[config.mk]
export PLATFORM = sky130hd
export DESIGN_NAME = a0_uart_tx
export DESIGN_NICKNAME = d
export VERILOG_FILES = /design/src/rtl/a0_uart_tx.sv
export SDC_FILE = /design/constraint.sdc
export NUM_CORES = 1
export LEC_CHECK = 0
export BUFFER_PORTS_ARGS = -buffer_cell sky130_fd_sc_hd__buf_2
export CAP_MARGIN = 15
export CORE_ASPECT_RATIO = 0.7
export CORE_MARGIN = 2
export CORE_UTILIZATION = 45
export CTS_BUF_LIST = sky130_fd_sc_hd__clkbuf_8
export DETAILED_ROUTE_END_ITERATION = 10
export PLACE_DENSITY = 0.64
export SETUP_SLACK_MARGIN = 0.1
export SLEW_MARGIN = 20
export SYNTH_ARGS = -nofsm -noshare
export SYNTH_HDL_FRONTEND = slang
export SYNTH_SLANG_ARGS = --single-unit
[constraint.sdc]
create_clock -name clk -period 4.1 [get_ports clk]
set_input_delay 0.205 -clock clk [delete_from_list [all_inputs] [get_ports clk]]
set_output_delay 0.205 -clock clk [all_outputs]
set_load 0.05 [all_outputs]
[src/rtl/a0_uart_tx.sv]
// a0_uart_tx: watches the CPU a0 register, queues each new value in a small
// word FIFO and sends every word as four 8N1 UART bytes, least significant
// byte first, on a single tx line.
//
//   state  | meaning
//   -------+-----------------------------------------------------------
//   IDLE   | line high; pops the head word as soon as the FIFO is non-empty
//   START  | start bit (tx=0) for CLKS_PER_BIT cycles
//   DATA   | eight data bits of the current byte, LSB first
//   STOP   | stop bit (tx=1); next byte of the word or back to IDLE
module a0_uart_tx #(
  parameter int CLKS_PER_BIT = 16,
  parameter int FIFO_DEPTH   = 4
) (
  input  logic                          clk,
  input  logic                          rst,
  input  logic [31:0]                   a0,
  input  logic                          en,
  output logic                          tx,
  output logic                          busy,
  output logic                          overflow,
  output logic [$clog2(FIFO_DEPTH):0]   fifo_count
);

  localparam int AW = $clog2(FIFO_DEPTH);
  localparam int BW = (CLKS_PER_BIT > 1) ? $clog2(CLKS_PER_BIT) : 1;
  localparam logic [BW-1:0] BAUD_LAST = BW'(CLKS_PER_BIT - 1);
  localparam logic [AW:0]   FULL      = (AW+1)'(FIFO_DEPTH);

  typedef enum logic [1:0] {
    S_IDLE  = 2'd0,
    S_START = 2'd1,
    S_DATA  = 2'd2,
    S_STOP  = 2'd3
  } state_t;

  state_t        state_q, state_d;
  logic [BW-1:0] baud_q, baud_d;
  logic [2:0]    bit_q, bit_d;
  logic [1:0]    byte_q, byte_d;
  logic [31:0]   shift_q, shift_d;
  logic          tx_q, tx_d;
  logic [31:0]   prev_q, prev_d;
  logic [AW:0]   wr_ptr_q, wr_ptr_d;
  logic [AW:0]   rd_ptr_q, rd_ptr_d;
  logic          overflow_q, overflow_d;
  logic [31:0]   mem [FIFO_DEPTH];

  logic [AW:0]   count;
  logic          push;
  logic          pop;
  logic          full;
  logic          push_ok;
  logic [31:0]   head;
  logic [2:0]    bit_next;

  assign count    = wr_ptr_q - rd_ptr_q;
  assign push     = en & (a0 != prev_q);
  assign pop      = (state_q == S_IDLE) & (count != '0);
  assign full     = (count == FULL);
  // A full FIFO still accepts a word when the FSM frees a slot on the same edge.
  assign push_ok  = push & (~full | pop);
  assign head     = mem[rd_ptr_q[AW-1:0]];
  assign bit_next = bit_q + 3'd1;

  // Capture tracking, FIFO pointers and sticky overflow.
  always_comb begin
    prev_d     = en ? a0 : prev_q;
    wr_ptr_d   = push_ok ? wr_ptr_q + (AW+1)'(1) : wr_ptr_q;
    rd_ptr_d   = pop ? rd_ptr_q + (AW+1)'(1) : rd_ptr_q;
    overflow_d = overflow_q | (push & full & ~pop);
  end

  // FIFO storage; contents need no reset because the pointers define validity.
  always_ff @(posedge clk) begin
    if (rst && push_ok) begin
      mem[wr_ptr_q[AW-1:0]] <= a0;
    end
  end

  // Transmit FSM next state; tx_d is the line level for the following cycle.
  always_comb begin
    state_d = state_q;
    baud_d  = baud_q;
    bit_d   = bit_q;
    byte_d  = byte_q;
    shift_d = shift_q;
    tx_d    = 1'b1;
    case (state_q)
      S_IDLE: begin
        if (pop) begin
          shift_d = head;
          byte_d  = 2'd0;
          baud_d  = '0;
          state_d = S_START;
          tx_d    = 1'b0;
        end
      end
      S_START: begin
        tx_d = 1'b0;
        if (baud_q == BAUD_LAST) begin
          baud_d  = '0;
          bit_d   = 3'd0;
          state_d = S_DATA;
          tx_d    = shift_q[0];
        end else begin
          baud_d = baud_q + BW'(1);
        end
      end
      S_DATA: begin
        tx_d = shift_q[bit_q];
        if (baud_q == BAUD_LAST) begin
          baud_d = '0;
          if (bit_q == 3'd7) begin
            state_d = S_STOP;
            tx_d    = 1'b1;
          end else begin
            bit_d = bit_next;
            tx_d  = shift_q[bit_next];
          end
        end else begin
          baud_d = baud_q + BW'(1);
        end
      end
      S_STOP: begin
        tx_d = 1'b1;
        if (baud_q == BAUD_LAST) begin
          baud_d = '0;
          if (byte_q != 2'd3) begin
            byte_d  = byte_q + 2'd1;
            shift_d = {8'h00, shift_q[31:8]};
            state_d = S_START;
            tx_d    = 1'b0;
          end else begin
            state_d = S_IDLE;
          end
        end else begin
          baud_d = baud_q + BW'(1);
        end
      end
      default: begin
        state_d = S_IDLE;
        tx_d    = 1'b1;
      end
    endcase
  end

  // State register; synchronous reset aborts any frame and empties the FIFO.
  always_ff @(posedge clk) begin
    if (!rst) begin
      state_q    <= S_IDLE;
      baud_q     <= '0;
      bit_q      <= 3'd0;
      byte_q     <= 2'd0;
      shift_q    <= 32'd0;
      tx_q       <= 1'b1;
      prev_q     <= 32'd0;
      wr_ptr_q   <= '0;
      rd_ptr_q   <= '0;
      overflow_q <= 1'b0;
    end else begin
      state_q    <= state_d;
      baud_q     <= baud_d;
      bit_q      <= bit_d;
      byte_q     <= byte_d;
      shift_q    <= shift_d;
      tx_q       <= tx_d;
      prev_q     <= prev_d;
      wr_ptr_q   <= wr_ptr_d;
      rd_ptr_q   <= rd_ptr_d;
      overflow_q <= overflow_d;
    end
  end

  assign tx         = tx_q;
  assign busy       = (state_q != S_IDLE) | (count != '0);
  assign overflow   = overflow_q;
  assign fifo_count = count;

endmodule

==> results.md, run 1 <==
* Vias at 5,024
* Hold buffers post-CTS at 33
* Num CTS Buffers at 31
* Clk pwr share at 0.243
* Sw Share at 0.354
* Cell type group with the largest total delay on the critical path: simple AND/OR/NAND/NOR gates
* PortBufs at 40
* Combinational share of power at 0.326
* Synthesized area per cell at 14.8 sq um
* Diodes inserted at 0
* IO Count at 41
* P&R area growth vs syn at 15.2%
* R2r startpoint: wr_ptr_q[0]
* Met2 WL post-DR at around 8200 microns
* Internal at 4.17 mW
* Yosys warns at 0
* Setup CP Type: flip-flop to flip-flop
* RSZ-0062 raised after global routing: no
* Post-Syn Nets at 650
* HP Class: primary input to flip-flop
* Iteration-0 DRC Markers at 341
* Core Region at 19,100 sq um
* Leakage Power at 3.59 nW
* Gpl congestion at 0.765
* DRT Pass-1 Iters at 4
* Metal3 WL at 1010 microns
* Setup Fix Bufs, Post-CTS at 0
* Die W at 172 microns
* Setup crit start kind: flip-flop
* Clk buf depth at 3
* Max Used Layer: met4
* Tcrit/Tclk final at 0.724
* Final net count at 734
* Hold Path End: wr_ptr_q[1]
* Overflow after GRT at 0
* CTS resizes at 0
* Final min period at between 2 and 3 ns
* Vias in the first global route at 5,140
* Met1 WL at 8450 microns
* Mean number of vias per cell at 5.16
* Pwr Total at about 6.5 mW
* Initial antenna violation count at 0
* TNS Setup at 0 ns
* Post-route cell area at approximately 10,000 sq um
* Initial Util at 0.464
* Async set-reset flop share out of synthesis at 0
* First-pass GRT wire length at 28,300 microns
* Root Driver: clkbuf_8
* Slew Viols, Final at 0
* Post-layout util at 0.535
* Peak VDD IR at 0.335 mV
* Crit path buffers/inverters at 3
* Final setup viols at 0
* Least-Margin Pin Slew at 1.09 ns
* Largest net degree at the start of global routing at 59
* ANT nets after route at 0
* Most common cell type on the critical path: inv_1
* Reg-to-reg setup timing slack at 1.13 ns
* Worst endpoint required time at 4.37 ns
* Worst slew margin at 0.272
* HPWL after DPL at 11,200 microns
* Reg2reg end: mem[0][29]
* Cell Pwr Density at 633 nW/um^2
* Cell Area, Synth at just under 9000 sq um
* CTS Sinks at ~210
* Worst R2R Path Depth at 9
* Reg area at 5550 sq um
* Clk slew on worst S/H paths at 0.07 ns
* DRC errors left at 0
* EDFF count, synth at 128
* Worst endpoint data arrival time at 3.24 ns
* Commonest non-fill, non-tap cell in the layout: edfxtp_1
* Multi-input gate area at 3080 sq um
* CP max-delay cell: or4_1
* Chip height at 121 microns
* Total wire length at 18,100 microns
* Critical path peak fanout at 32
* Row count at 42
* Fin Clk Skew at 0.0114 ns
* Crit end category: flip-flop
* Hold Path Cell Cnt at 4
* Sw power at 2.28 mW
* Sequential share of power at 0.431
* Worst Min Path Start: en
* Worst skew pair latency at 0.57 ns
* Top FF cell, synth: edfxtp_1
* Final hold violations at 0
* Most frequent cells in the layout: 128 x edfxtp_1, 84 x dfxtp_1, 65 x nor2_1, 62 x mux2i_1, 40 x buf_2
* Total track usage at 0.179
* Status: complete, no violations
* CTS tree: done
* FILL cells at 1,559
* CTS H-tree depth at 1
* CP max stage delay at 0.61 ns
* Fmax achieved at 0.337 GHz
* Register area share after synthesis at 0.626
* DR WL/cell at 18.6 microns
* Worst setup path startpoint: wr_ptr_q[0]
* Synth unique cells at 42
* #FFs+latches synth at 213
* CP cell instances: inv_1 > ha_1 > fa_1 > inv_1 > or4_1 > nand2_1 > a21oi_2 > and3_1 > buf_4
* Max_cap viols at 0
* Die ar. at 20,800 sq um
* Dpl cell area at 9300 sq um
* Cell count after synthesis at 600
* Share of cells above drive strength 1 at 0.220
==> routing by layer <==
metal,track usage,vias to the layer above
met5,0,-
met4,0.0450,0
met3,0.0294,33
met2,0.283,118
met1,0.258,2450
li1,-,2423
==> how the worst max path moves through the flow <==
| stage | to | cells after the start |
|---|---|---|
| floorplan | mem[1][0] | 8 |
| global placement | mem[0][16] | 9 |
| detailed placement | mem[3][16] | 9 |
| CTS | mem[3][24] | 9 |
| global route | mem[1][13] | 9 |
| finish | mem[0][29] | 9 |
==> state kept, by name, summed over array words and instances, names as in the netlist, 2 cells and up, named ones only <==
name	count
baud_q	4
bit_q	3
byte_q	2
mem	128
prev_q	32
rd_ptr_q	3
shift_q	32
state_q	2
wr_ptr_q	3
==> through the flow <==
stage	hold WS (ns)	worst slack, ns	instances
after floorplan	0.304	0.844	600
after global placement	0.443	1.24	882
after detailed placement	0.456	1.14	882
after CTS	0.0621	1.12	973
after global routing	0.104	1.02	973
final	0.0872	1.13	973
==> Yosys cell counts, drive strengths merged (6+ instances only) <==
master	number	area [sq um]
nand3	8	52.6
xnor2	32	280
edfxtp	128	3840
mux2i	62	621
a211oi	27	303
a21oi	21	109
and3	7	43.8
nor2	66	255
mux4	36	811
inv	14	55.1
ha	14	175
dfxtp	85	1700
nand4	10	62.6
o21ai	6	30.0
nand3b	9	67.6
clkbuf	18	67.6
nand2	22	82.6
buf	15	108
==> cells by family after synthesis <==
logic type                 synth area share
adders and majority gates            0.0220
DFF                                   0.626
xor gates and xnor gates             0.0363
muxes                                 0.162
and+or+nand+nor                      0.0697
AOI/OAI and AO/OA                    0.0581
buffers and inverters                0.0260
==> tightest hold or removal path: stages <==
cell and delay (ns):
buf_2 0.14, nand2_1 0.08, a21oi_2 0.06, mux2i_1 0.12
==> power by group through the flow <==
stage          Combinational (mW)  Clock, mW  Sequential (mW)
3_3_place_gp                 2.03          0             2.82
3_5_place_dp                 2.08          0             2.83
2_1_floorplan                1.79          0             2.72
5_1_grt                      2.30       1.71             2.82
4_1_cts                      2.12       1.62             2.79
6_report                     2.10       1.57             2.78
==> cell type report <==
class,instances,share of cell area
clock buffers,34,0.0459
clock inverters,24,0.0107
inverters,14,0.00540
multi-input cells,340,0.302
flip-flops and latches,213,0.544
well taps,264,0.0324
repair buffers,84,0.0601
(Power assumes the default switching activity.)
==> run 2, diff against run 1 <==
PLACE_DENSITY = 0.67   (was 0.64)
clock period = 2.7 ns   (was 4.1 ns; I/O delays follow)
==> run 2 against run 1 <==
Effect of this change:
- routed wire length increased by 3.6%
- register-to-register slack got worse by 0.99 ns
- critical path depth unchanged
- clock-buffer cell count increased by 2
- setup slack got worse by 0.99 ns
- flip-flop and latch count unchanged
- sequential power increased by 47%
- total power increased by 59%
- core utilization increased by 1.3 points
- largest power group unchanged
- highest routed layer unchanged
==> results.md, run 2 (same netlist as run 1, synthesis figures left out) <==
* Worst Min Path Start: rst (was en)
* Diodes inserted at 0 (unchanged)
* Row count at 42 (unchanged)
* Max_cap viols at 0 (unchanged)
* DRC errors left at 0 (unchanged)
* ANT nets after route at 0 (unchanged)
* Initial antenna violation count at 0 (unchanged)
* Least-Margin Pin Slew at 0.811 ns (was 1.09 ns)
* Core Region at 19,100 sq um (unchanged)
* TNS Setup at 0 ns (unchanged)
* Num CTS Buffers at 34 (was 31)
* Fmax achieved at 0.391 GHz (was 0.337 GHz)
* Worst slew margin at 0.458 (was 0.272)
* Final min period at 2.56 ns (was 2.97 ns)
* Post-layout util at 0.548 (was 0.535)
* DR WL/cell at 19.1 microns (was 18.6 microns)
* Dpl cell area at 9410 sq um (was 9300 sq um)
* Cell type group with the largest total delay on the critical path: simple AND/OR/NAND/NOR gates (unchanged)
* Largest net degree at the start of global routing at 59 (unchanged)
* HP Class: primary input to flip-flop (unchanged)
* Slew Viols, Final at 0 (unchanged)
* Fin Clk Skew at 0.0350 ns (was 0.0114 ns)
* CTS H-tree depth at 2 (was 1)
* R2r startpoint: wr_ptr_q[0] (unchanged)
* Reg2reg end: mem[0][15] (was mem[0][29])
* Hold Path End: overflow (was wr_ptr_q[1])
* Cell Pwr Density at 981 nW/um^2 (was 633 nW/um^2)
* Clk slew on worst S/H paths at 0.06 ns (was 0.07 ns)
* Setup crit start kind: flip-flop (unchanged)
* Final hold violations at 0 (unchanged)
* Clk buf depth at 3 (unchanged)
* Worst R2R Path Depth at 9 (unchanged)
* Peak VDD IR at 0.726 mV (was 0.335 mV)
* CP max stage delay at 0.59 ns (was 0.61 ns)
* Final net count at 743 (was 734)
* Vias at 5,217 (was 5,024)
* CTS Sinks at 213 (unchanged)
* Setup WS post-layout at 0.142 ns (was 1.13 ns)
* Crit end category: flip-flop (unchanged)
* Tcrit/Tclk final at 0.947 (was 0.724)
* Die W at 172 microns (unchanged)
* Most frequent cells in the layout: 128 x edfxtp_1, 83 x dfxtp_1, 65 x nor2_1, 62 x mux2i_1, 40 x buf_2 (was 128 x edfxtp_1, 84 x dfxtp_1, 65 x nor2_1, 62 x mux2i_1, 40 x buf_2)
* CTS tree: done (unchanged)
* IO Count at 41 (unchanged)
* Setup WS pre-CTS at 0.0232 ns (was 1.14 ns)
* Iteration-0 DRC Markers at 361 (was 341)
* DRT Pass-1 Iters at 5 (was 4)
* Die ar. at 20,800 sq um (unchanged)
* Mean number of vias per cell at 5.31 (was 5.16)
* Hold Path Cell Cnt at 2 (was 4)
* Share of cells above drive strength 1 at 0.248 (was 0.220)
* Initial Util at 0.464 (unchanged)
* Post-route cell area at 10,500 sq um (was 10,200 sq um)
* Largest register FFs at 128 (unchanged)
* Gpl congestion at 0.735 (was 0.765)
* Total wire length at 18,700 microns (was 18,100 microns)
* Worst endpoint required time at 2.97 ns (was 4.37 ns)
* Overflow after GRT at 0 (unchanged)
* Reg-to-reg setup timing slack at 0.14 ns (was 1.13 ns)
* Chip height at 121 microns (unchanged)
* Critical path peak fanout at 10 (was 32)
* Total track usage at 0.183 (was 0.179)
* Commonest non-fill, non-tap cell in the layout: edfxtp_1 (unchanged)
* Root Driver: clkbuf_8 (unchanged)
* RSZ-0062 raised after global routing: no (unchanged)
* P&R area growth vs syn at 18.1% (was 15.2%)
* CP cell instances: inv_2 > ha_4 > fa_2 > xnor3_2 > or4_4 > nand2_2 > a21oi_4 > and3_4 > buf_12 (was inv_1 > ha_1 > fa_1 > inv_1 > or4_1 > nand2_1 > a21oi_2 > and3_1 > buf_4)
* Worst skew pair latency at 0.52 ns (was 0.57 ns)
* Status: complete, no violations (unchanged)
* HPWL after DPL at 11,400 microns (was 11,200 microns)
* FILL cells at 1,558 (was 1,559)
* Worst endpoint data arrival time at 2.83 ns (was 3.24 ns)
* Vias in the first global route at 5,320 (was 5,140)
* Leakage Power at 3.66 nW (was 3.59 nW)
* Crit path buffers/inverters at 2 (was 3)
* PortBufs at 40 (unchanged)
* Final setup viols at 0 (unchanged)
* CP max-delay cell: or4_4 (was or4_1)
* Setup CP Type: flip-flop to flip-flop (unchanged)
* First-pass GRT wire length at 28,800 microns (was 28,300 microns)
-- run 2: changes by cell type in the layout (fill, tap and decap cells not counted), moves of 2 or more --
cell and delta:
and3_4 +8, buf_12 +7, and3_1 -4, buf_4 -4, clkbuf_8 +2, inv_1 -2
inv_6 +2
-- run 2: power by group --
| part | switching [mW] | internal, mW | leakage, nW |
|---|---|---|---|
| clock | 1.24 | 1.34 | 0.358 |
| combinational | 2.10 | 1.49 | 1.44 |
| sequential | 0.218 | 3.87 | 1.86 |
| total | 3.56 | 6.71 | 3.66 |
-- run 2: worst max-delay path by stage --
stage	to	slack (ns)	from	cells after the start
3_3_place_gp	mem[2][18]	0.15	wr_ptr_q[0]	8
6_report	mem[0][15]	0.14	wr_ptr_q[0]	9
2_1_floorplan	mem[1][0]	0.07	wr_ptr_q[0]	8
3_5_place_dp	mem[0][11]	0.02	wr_ptr_q[0]	8
5_1_grt	mem[0][15]	0.1	wr_ptr_q[0]	9
4_1_cts	mem[0][8]	0.02	wr_ptr_q[0]	8
-- run 2: area by class of cell --
| cell class | instances | area [sq um] | area share |
|---|---|---|---|
| Sequential cell | 213 | 5550 | 0.530 |
| Multi-Input combinational cell | 344 | 3180 | 0.304 |
| Timing Repair Buffer | 86 | 713 | 0.0682 |
| Clock buffer | 36 | 495 | 0.0474 |
| Tap cell | 264 | 330 | 0.0316 |
| Clock inverter | 25 | 139 | 0.0133 |
| Inverter | 14 | 58.8 | 0.00562 |
-- run 2: stage by stage --
stage / power (mW) / instances / hold WS [ns]
2_1_floorplan: 6.89 / 600 / 0.234
3_3_place_gp: 7.55 / 882 / 0.391
3_5_place_dp: 7.66 / 882 / 0.399
4_1_cts: 10.3 / 975 / 0.00249
5_1_grt: 10.9 / 982 / 0.0725
6_report: 10.3 / 982 / 0.0863
-- run 2: repair_timing --
item,4_1_cts,5_1_grt
gates resized for setup,0,4
setup endpoints to repair,128,128
setup buffers,0,3
pin swaps,3,5
hold buffers,32,0
hold endpoints to repair,156,0
cloned,0,4
-- run 2: per-layer routing --
layer  track usage  share of wire
met5             0              0
met4        0.0604          0.021
met3        0.0346          0.058
met2         0.283           0.45
met1         0.260           0.47
==> run 3, diff against run 2 <==
PLACE_DENSITY = 0.64   (was 0.67)
clock period = 2.8 ns   (was 2.7 ns; I/O delays follow)
==> run 3 against run 2 <==
Effect of this change:
- sequential share of layout area down 0.55 points
- global-route usage barely moved
- routed wire length up 1.1%
- critical endpoint is now mem[2][5]
- largest cell class unchanged
==> results.md, run 3 (same netlist as run 1, synthesis figures left out) <==
* First-pass GRT wire length at 28,900 microns (was 28,800 microns)
* Crit end category: flip-flop (unchanged)
* IO Count at 41 (unchanged)
* Die W at 172 microns (unchanged)
* Sw Share at 0.346 (was 0.347)
* Setup WS post-layout at 0.0886 ns (was 0.142 ns)
* Vias at 5,249 (was 5,217)
* Final hold violations at 0 (unchanged)
* Reg2reg end: mem[2][5] (was mem[0][15])
* Cell type group with the largest total delay on the critical path: simple AND/OR/NAND/NOR gates (unchanged)
* CTS H-tree depth at 1 (was 2)
* Fmax achieved at 0.369 GHz (was 0.391 GHz)
* Worst setup endpoint: mem[2][5] (was mem[0][15])
* Worst slew margin at 0.567 (was 0.458)
* Final net count at 748 (was 743)
* Combinational share of power at 0.352 (was 0.350)
* Total wire length at 18,900 microns (was 18,700 microns)
* P&R area growth vs syn at 19.4% (was 18.1%)
* CTS tree: done (unchanged)
* RSZ-0062 raised after global routing: yes (was no)
* Clk buf depth at 3 (unchanged)
* Worst R2R Path Depth at 9 (unchanged)
* Clk pwr share at 0.254 (was 0.252)
* CP max-delay cell: fa_2 (was or4_4)
* CTS Sinks at 213 (unchanged)
* Leakage Power at 3.71 nW (was 3.66 nW)
* Post-layout util at 0.554 (was 0.548)
* Largest net degree at the start of global routing at 59 (unchanged)
* Worst endpoint required time at 3.13 ns (was 2.97 ns)
* Setup CP Type: flip-flop to flip-flop (unchanged)
* Critical path peak fanout at 8 (was 10)
* Chip height at 121 microns (unchanged)
* Core Region at 19,100 sq um (unchanged)
* Internal at 6.55 mW (was 6.71 mW)
* Least-Margin Pin Slew at 0.649 ns (was 0.811 ns)
* Final setup viols at 0 (unchanged)
* Initial antenna violation count at 0 (unchanged)
* Setup crit start kind: flip-flop (unchanged)
* Commonest non-fill, non-tap cell in the layout: edfxtp_1 (unchanged)
* Share of cells above drive strength 1 at 0.264 (was 0.248)
* Max_cap viols at 0 (unchanged)
* Worst skew pair latency at 0.57 ns (was 0.52 ns)
* Clk slew on worst S/H paths at 0.07 ns (was 0.06 ns)
* Initial Util at 0.464 (unchanged)
* Placed cells at 883 (was 882)
* Non-filler instance count after layout at 987 (was 982)
* DRC errors left at 0 (unchanged)
* Reg-to-reg setup timing slack at 0.09 ns (was 0.14 ns)
* CP max stage delay at 0.61 ns (was 0.59 ns)
* ANT nets after route at 0 (unchanged)
* Pwr Total at 10.0 mW (was 10.3 mW)
* Sw power at 3.46 mW (was 3.56 mW)
* HPWL after DPL at 11,100 microns (was 11,400 microns)
* Root Driver: clkbuf_8 (unchanged)
* Vias in the first global route at 5,288 (was 5,320)
* Gpl congestion at 0.770 (was 0.735)
* R2r startpoint: wr_ptr_q[0] (unchanged)
* Row count at 42 (unchanged)
* HP Class: primary input to flip-flop (unchanged)
* Overflow after GRT at 0 (unchanged)
* Tcrit/Tclk final at 0.968 (was 0.947)
* Largest register FFs at 128 (unchanged)
* Sequential share of power at 0.394 (was 0.398)
* DRT Pass-1 Iters at 6 (was 5)
* Slew Viols, Final at 0 (unchanged)
* Iteration-0 DRC Markers at 375 (was 361)
* Diodes inserted at 0 (unchanged)
* Total track usage at 0.183 (about the same)
* Most frequent cells in the layout: 128 x edfxtp_1, 83 x dfxtp_1, 65 x nor2_1, 62 x mux2i_1, 39 x buf_2 (was 128 x edfxtp_1, 83 x dfxtp_1, 65 x nor2_1, 62 x mux2i_1, 40 x buf_2)
* Final min period at 2.71 ns (was 2.56 ns)
* Status: complete, no violations (unchanged)
* DR WL/cell at 19.2 microns (was 19.1 microns)
* Setup WS pre-CTS at 0.0368 ns (was 0.0232 ns)
* Cell Pwr Density at 947 nW/um^2 (was 981 nW/um^2)
* TNS Setup at 0 ns (unchanged)
* Peak VDD IR at 0.518 mV (was 0.726 mV)
* Fin Clk Skew at 0.0120 ns (was 0.0350 ns)
* Mean number of vias per cell at 5.32 (was 5.31)
* Worst endpoint data arrival time at 3.04 ns (was 2.83 ns)
* CP cell instances: inv_4 > ha_4 > fa_2 > clkinvlp_4 > or4_4 > nand2_4 > a21oi_4 > and3_4 > clkbuf_16 (was inv_2 > ha_4 > fa_2 > xnor3_2 > or4_4 > nand2_2 > a21oi_4 > and3_4 > buf_12)
* Num CTS Buffers at 31 (was 34)
* Die ar. at 20,800 sq um (unchanged)
* Crit. path cell count at 9 (unchanged)
* PortBufs at 40 (unchanged)
* Worst setup path startpoint: wr_ptr_q[0] (unchanged)
* Crit path buffers/inverters at 3 (was 2)
[run 3: per-stage QoR]
step | area [sq um] | hold WS (ns)
floorplan | 8890 | 0.239
global placement | 9400 | 0.396
detailed placement | 9400 | 0.409
CTS | 10400 | 0.0288
global route | 10600 | 0.00986
finish | 10600 | 0.0162
[run 3: worst min-delay path by stage]
stage,depth (start not counted),endpoint,slack (ns),from
after global placement,1,mem[2][31],0.40,a0[31]
after floorplan,0,mem[0][0],0.24,a0[0]
after CTS,4,wr_ptr_q[1],0.03,en
final,4,wr_ptr_q[1],0.02,en
after detailed placement,1,mem[3][10],0.41,a0[10]
after global routing,4,wr_ptr_q[1],0.01,en
[run 3: timing repair]
item,in CTS,in global routing
pin swaps,2,5
cloned,2,5
hold buffers,33,0
setup buffers,1,5
endpoints found under the hold margin,164,0
setup endpoints to repair,69,79
gates resized for setup,3,8
[run 3: routing by layer]
layer | global-route usage | vias to the layer above | wire length, microns
met5 | 0 | - | 0
met4 | 0.0355 | 0 | 281
met3 | 0.0316 | 28 | 1050
met2 | 0.292 | 146 | 8640
met1 | 0.266 | 2618 | 8950
li1 | - | 2457 | -
[run 3: area by class of cell]
class	count	area [sq um]
Clock inverter	23	164
Inverter	14	61.3
Fill cell	1526	8500
Multi-Input combinational cell	342	3160
Timing Repair Buffer	96	828
Clock buffer	35	482
Sequential cell	213	5550
Tap cell	264	330
[run 3: worst min-delay path: stages]
cell and delay [ns]:
buf_2 0.14, nand2_4 0.08, a21oi_4 0.06, mux2i_1 0.11
[run 3: power groups by stage]
stage / Sequential, mW / Combinational (mW) / Clock (mW)
detailed placement: 4.01 / 3.34 / 0
global placement: 3.98 / 3.28 / 0
CTS: 3.94 / 3.44 / 2.60
floorplan: 3.97 / 2.66 / 0
finish: 3.95 / 3.53 / 2.54
global route: 3.98 / 3.82 / 2.74
